===== config.mk =====
export PLATFORM = sky130hd
export DESIGN_NAME = bank_arbiter
export DESIGN_NICKNAME = d
export VERILOG_FILES = /design/src/rtl/bank_arbiter.sv
export SDC_FILE = /design/constraint.sdc
export NUM_CORES = 1
export LEC_CHECK = 0
export CORE_ASPECT_RATIO = 1.1
export CORE_MARGIN = 8
export CORE_UTILIZATION = 37
export CTS_BUF_LIST = sky130_fd_sc_hd__clkbuf_8
export DETAILED_ROUTE_END_ITERATION = 10
export GPL_TIMING_DRIVEN = 0
export HOLD_SLACK_MARGIN = 0.1
export PLACE_DENSITY = 0.95
export RECOVER_POWER = 50
export SYNTH_ARGS = -nofsm -noshare
export SYNTH_HDL_FRONTEND = slang
export SYNTH_SLANG_ARGS = --single-unit
export TNS_END_PERCENT = 5

===== constraint.sdc =====
create_clock -name clk -period 2.59 [get_ports clk]
set_input_delay 0.259 -clock clk [delete_from_list [all_inputs] [get_ports clk]]
set_output_delay 0.259 -clock clk [all_outputs]
set_load 0.005 [all_outputs]

===== src/rtl/bank_arbiter.sv =====
// Round-robin arbiter giving four requesters access to a single registered bank.
// Writes finish in the grant cycle; reads respond two cycles after their grant.
module bank_arbiter (
  input  logic        clk,
  input  logic        reset,
  input  logic [3:0]  req,
  input  logic [3:0]  req_we,
  input  logic [31:0] req_addr,
  input  logic [31:0] req_data,
  output logic [3:0]  gnt,
  output logic [3:0]  resp_valid,
  output logic [7:0]  resp_data,
  output logic        resp_hit,
  output logic [7:0]  bank_addr,
  output logic [7:0]  bank_data_in,
  output logic        bank_read_enable,
  output logic        bank_write_enable,
  input  logic [7:0]  bank_data_out,
  input  logic        bank_valid_out
);

  typedef enum logic {IDLE, RD_WAIT} state_t;

  state_t     state_q;
  logic [1:0] rr_ptr_q;
  logic [1:0] rd_owner_q;
  logic [3:0] resp_valid_q;
  logic [7:0] resp_data_q;
  logic       resp_hit_q;

  logic       win_vld;
  logic [1:0] win_idx;
  logic       grant_ok;
  logic       win_we;

  // Descending scan so the last hit is the first set bit at or above rr_ptr.
  always_comb begin
    win_vld = 1'b0;
    win_idx = rr_ptr_q;
    for (int k = 3; k >= 0; k--) begin
      if (req[rr_ptr_q + 2'(k)]) begin
        win_vld = 1'b1;
        win_idx = rr_ptr_q + 2'(k);
      end
    end
  end

  assign grant_ok = win_vld && (state_q == IDLE) && !reset;
  assign win_we   = req_we[win_idx];

  always_comb begin
    gnt               = 4'b0000;
    bank_addr         = 8'h00;
    bank_data_in      = 8'h00;
    bank_read_enable  = 1'b0;
    bank_write_enable = 1'b0;
    if (grant_ok) begin
      gnt               = 4'b0001 << win_idx;
      bank_addr         = req_addr[{win_idx, 3'b000} +: 8];
      bank_data_in      = req_data[{win_idx, 3'b000} +: 8];
      bank_read_enable  = !win_we;
      bank_write_enable = win_we;
    end
  end

  always_ff @(posedge clk) begin
    if (reset) begin
      state_q      <= IDLE;
      rr_ptr_q     <= 2'd0;
      rd_owner_q   <= 2'd0;
      resp_valid_q <= 4'b0000;
      resp_data_q  <= 8'h00;
      resp_hit_q   <= 1'b0;
    end else begin
      resp_valid_q <= 4'b0000;
      case (state_q)
        IDLE: begin
          if (grant_ok) begin
            rr_ptr_q <= win_idx + 2'd1;
            if (!win_we) begin
              state_q    <= RD_WAIT;
              rd_owner_q <= win_idx;
            end
          end
        end
        RD_WAIT: begin
          resp_data_q  <= bank_data_out;
          resp_hit_q   <= bank_valid_out;
          resp_valid_q <= 4'b0001 << rd_owner_q;
          state_q      <= IDLE;
        end
        default: state_q <= IDLE;
      endcase
    end
  end

  assign resp_valid = resp_valid_q;
  assign resp_data  = resp_data_q;
  assign resp_hit   = resp_hit_q;

endmodule


---- Word-level counts from Yosys, hierarchy flattened ----
Cells that the tools add are included.
Widths: inputs -> output; s select.
word-level totals
  register bits ........................... 18
  input port bits ......................... 83
operators by class
  multiplexer cells ....................... 26
  shift operators ......................... 4
  bitwise operators ....................... 2
  order comparisons ....................... 5
  reduce and logical (&&, ||, !) cells .... 7
  add/subtract/negate cells ............... 4
operators with widths
  kind                 number
  $shiftx 32x6->8      2
  $mux 8               2
  $lt 2x3->1 const B   5
  $mux 1               13
  $bmux 1 s2           5
  $mux 2               4
  $shl 1x2->4 const A  2
  $add 2x1->2 const B  2
  $add 2x2->2 const B  2
  $mux 4               1
  $reduce_and 3->1     1
  $logic_and 1x1->1    2
  $logic_not 1->1      2
  $not 1->1            2
  $pmux 1 s2           1
  $reduce_and 2->1     1
  $reduce_or 2->1      1

---- Logic depth before layout (Yosys ltp) ----
  depth in word-level cells ............... 12
  mapped depth ............................ 9

---- Least setup slack after synthesis ----
OpenSTA, ideal clock, no wires.
  path kind ............................... register to output
  start point ............................. reg rr_ptr_q[0]
  end point ............................... out bank_addr[0]
  buffers on the path ..................... 3
  slack ................................... 763 ps
  required time ........................... 2331 ps
  cell stages (with the launch flop) ...... 9
  arrival time ............................ 1568 ps
  cells stage by stage .................... dfxtp_1 nor2b_1 o21bai_2 and3_4 buf_8 buf_12 buf_4 nand2_1 a311oi_1
RTL lines
  what                          RTL line  source
  from (decl)                   25        logic [1:0] rr_ptr_q;
  from (signal assigned)        79        rr_ptr_q <= win_idx + 2'd1;
  $add 2x2->2                   41, 43
  $bmux 1 s2                    41        if (req[rr_ptr_q + 2'(k)]) begin
  $mux 1 (implied by the code)  41
  $mux 2 (3 in series)          41
  $mux 2 (*)                    41
  via win_idx[0]                32        logic [1:0] win_idx;
  $shiftx 32x6->8 (*)           59        bank_addr = req_addr[{win_idx, 3'b000} +: 8];
  $mux 8 (*)                    57        if (grant_ok) begin
  to (decl)                     14        output logic [7:0] bank_addr,
The timed path passes the listed nets; every way through them passes the cells marked *. The select of a mux whose other input is x is not followed.

---- Final worst setup path ----
  start point ............................. reg rr_ptr_q[0]
  end point ............................... out gnt[3]
RTL lines
  what                          RTL line  source
  $add 2x2->2                   41, 43
  $bmux 1 s2                    41
  $mux 1 (implied by the code)  41
  $mux 2 (3 in series)          41
  $mux 2 (*)                    41
  via win_idx[0]                32
  $shl 1x2->4 (*)               58        gnt = 4'b0001 << win_idx;
  $mux 4 (*)                    57
  to (decl)                     10        output logic [3:0] gnt,
Marked as above.

==> impl_results.md <==
- CP startpoint: rr_ptr_q[0]$_SDFFE_PP0P_
- Pin count of the biggest net entering global routing: 12
- Initial DRC count: 72
- Most frequent cells in the layout: clkdlybuf4s50_1, nand2_1, nor2_1
- Leading post-synthesis cells by cell area: dfxtp_1, a311oi_1, nand2_1
- RSZ-0062 raised after global routing: yes
- Initial antenna violation count: 0
- Post-Syn Area per Cell: 8.146 um^2
- Avg WL per Cell: 16.69 um
- Final Hold Viols: 0
- Fill cell count: 309
- Total core area: 3934 um^2
- Share of the synthesized area in the top cell type: 24.04%
- Largest family of logic cells by synthesized area: simple AND/OR/NAND/NOR gates
- Synth Area in Simple Gates: 24.96%
- Design Power: 1.925 mW
- Power per cell area: 675.6 nW/um^2
- Die area: 6346 um^2
- Share of cells above drive strength 1: 14.89%
- Met1 Resource Use GR: 19.15%
- Multi-input gate area: 1042 um^2
- Static leakage: 1.224 nW
- DR vias/cell: 5.105
- Adder-cell share of the synthesized area: 3.339%
- Synth Area in Compound Gates: 20.70%
- DR vias: 1843
- Clock Skews: 0.008011 ns
- Post-Synth XOR/XNOR Area: 0%
- TritonCTS clock tree: built
- Flops & latches, synth: 18
- Synth Warn #: 0
- TritonCTS buffer count: 3
- Sequential share of the synthesized area: 24.04%
- GRT Overall Usage: 18.53%
- Grt total ovfl: 0
- Ant. Diodes: 0
- Placer Congestion: 0.8297
- Finished Layout Cells: 361
- WP data required: 2.33 ns
- Die Ht: 82.76 um
- Final Util: 72.42%
- Met2 GRT Util: 34.07%
- HPWL after detailed placement: 4.861 mm
- Die extent in x: 76.69 um
- CP Max Fanout: 11
- Reg clk slew, reported paths: 0.07 ns
- Crit start category: flip-flop
- Critical Path End Type: primary output
- EDFF count, synth: 0
- Post-Syn Instances: 184
- Worst slew margin: 58.34%
- Final critical-path share of the clock period: 98.90%
- CTS Hold Bufs: 0
- Worst EP arrival: 2.30 ns
- Fin nets: 397
- Hold WC Path Type: primary input to flip-flop
- Least-Margin Pin Slew: 0.6249 ns
- TNS Setup: 0 ns
- PortBufs: 116
- Vias in the first global route: 1954
- Multiplexer area fraction after synthesis: 19.03%
- GR peak layer: met2
- Initial Utilization: 38.10%
- Netlist cell types: 38
- Endpoints failing setup: 0
- CTS sink cnt: 18
- Grt met3 use: 6.818%
- HP Start: reset
- Max-cap violations: 0
- R2R Path Start: rr_ptr_q[0]$_SDFFE_PP0P_
- Root Driver: clkbuf_8
- Clock tree buffer depth: 2
- FP Rows: 24
- Ys async rst share: 0%
- Drt pass-1 iters: 4
- Fin Hold WS: 0.4057 ns
- Final ANT Viol Nets: 0
- # DRC: 0
- Status: completed
- Net Count, Synth: 271
- Maximum VDD drop: 516.2 uV
- Fin. max-slew vios: 0
- Fmax achieved: 390.4 MHz
- Critical path type: flip-flop to primary output
- Post-synth top area cell: dfxtp_1
- Cells after DPL: 352
- Ys flop type: dfxtp_1
- Routed wire length: 6.026 mm
- First-pass GRT wire length: 9.473 mm
- Area Overhead vs Synth: 90.07%
- Most common cell after layout, fill and taps aside: clkdlybuf4s50_1
- Synth Cell Area: 1499 um^2
- # H-tree levels: 1
- Ports: 118
- Worst-skew pair later-pin latency: 0.26 ns
- Tmin final: 2.562 ns
- Register Area: 365.4 um^2
path summary, 6_finish.rpt:
check                                to  slack, ns  cells past startpoint
max                              gnt[3]       0.03                      8
min            resp_valid[0]$_SDFF_PP0_       0.41                      2
max reg2reg  rd_owner_q[0]$_SDFFE_PP0P_       0.46                      8
min reg2reg    resp_valid[0]$_SDFF_PP0_       0.47                      1
sequential cells by signal, summed over array words and instances (netlist names):
name and cells:
resp_hit 1, resp_data 8, resp_valid 4, rr_ptr_q 2, rd_owner_q 2, state_q 1
metrics by stage:
step / cell area, um^2 / setup slack (ns)
6_report: 2849 / 0.02842
5_1_grt: 2849 / -0.02911
3_5_place_dp: 2725 / -0.5782
2_1_floorplan: 1499 / 0.7627
3_3_place_gp: 2725 / -0.4823
4_1_cts: 2813 / -0.02093
synthesized netlist by cell type (2+ instances only):
library cell and count:
nand2_1 34, nor2_1 30, dfxtp_1 18, a311oi_1 16, mux2i_1 9, clkbuf_1 8, mux2_1 8, mux2_2 8
nor2b_1 5, and2_1 4, ha_1 4, inv_1 4, a211oi_1 3, a31oi_1 3, a2111oi_4 2, a211o_1 2
and3_1 2, buf_4 2, nand3b_1 2, o21ai_0 2
repair_timing:
| item | 4_1_cts | 5_1_grt |
|---|---|---|
| gates resized for setup | 33 | 12 |
| pin swaps | 4 | 5 |
| setup buffers | 3 | 2 |
| endpoints found under the setup margin | 22 | 8 |
report_power, final:
part	internal, mW	leakage [nW]	switching [mW]	total, mW
registers	0.341	0.148	0.0408	0.382
clock network	0.135	0.0288	0.0989	0.234
logic	0.695	1.05	0.614	1.31
cells by family (layout without fill, tap and decap cells):
family          count (synthesis)  count (layout)
compound gates                 33              33
fa+ha+maj                       4               4
buf+inv                        20             145
flops                          18              18
mux                            26              26
simple gates                   83              83
per-layer routing:
| metal | vias to the layer above | wire length [um] |
|---|---|---|
| li1 | 903 | - |
| met1 | 843 | 2415 |
| met2 | 90 | 2958 |
| met3 | 7 | 580 |
| met4 | 0 | 73 |
| met5 | - | 0 |
worst max-delay path, stage by stage, from the launching register on:
cell             delay [ns]
dfxtp_4                0.36
a211o_1                0.29
and3_4                 0.20
buf_12                 0.14
buf_12                 0.14
buf_8                  0.14
ha_1                   0.18
and2_1                 0.12
clkdlybuf4s50_1        0.45
final cells by class:
class,instances,area share (%)
buffer,14,4.216
clock buffer,4,1.932
inverter,6,0.9662
multi-input combinational,146,36.58
sequential,18,12.82
tap,52,2.284
timing repair buffer,121,41.19
Note: power is estimated with default switching activity, not from simulation.
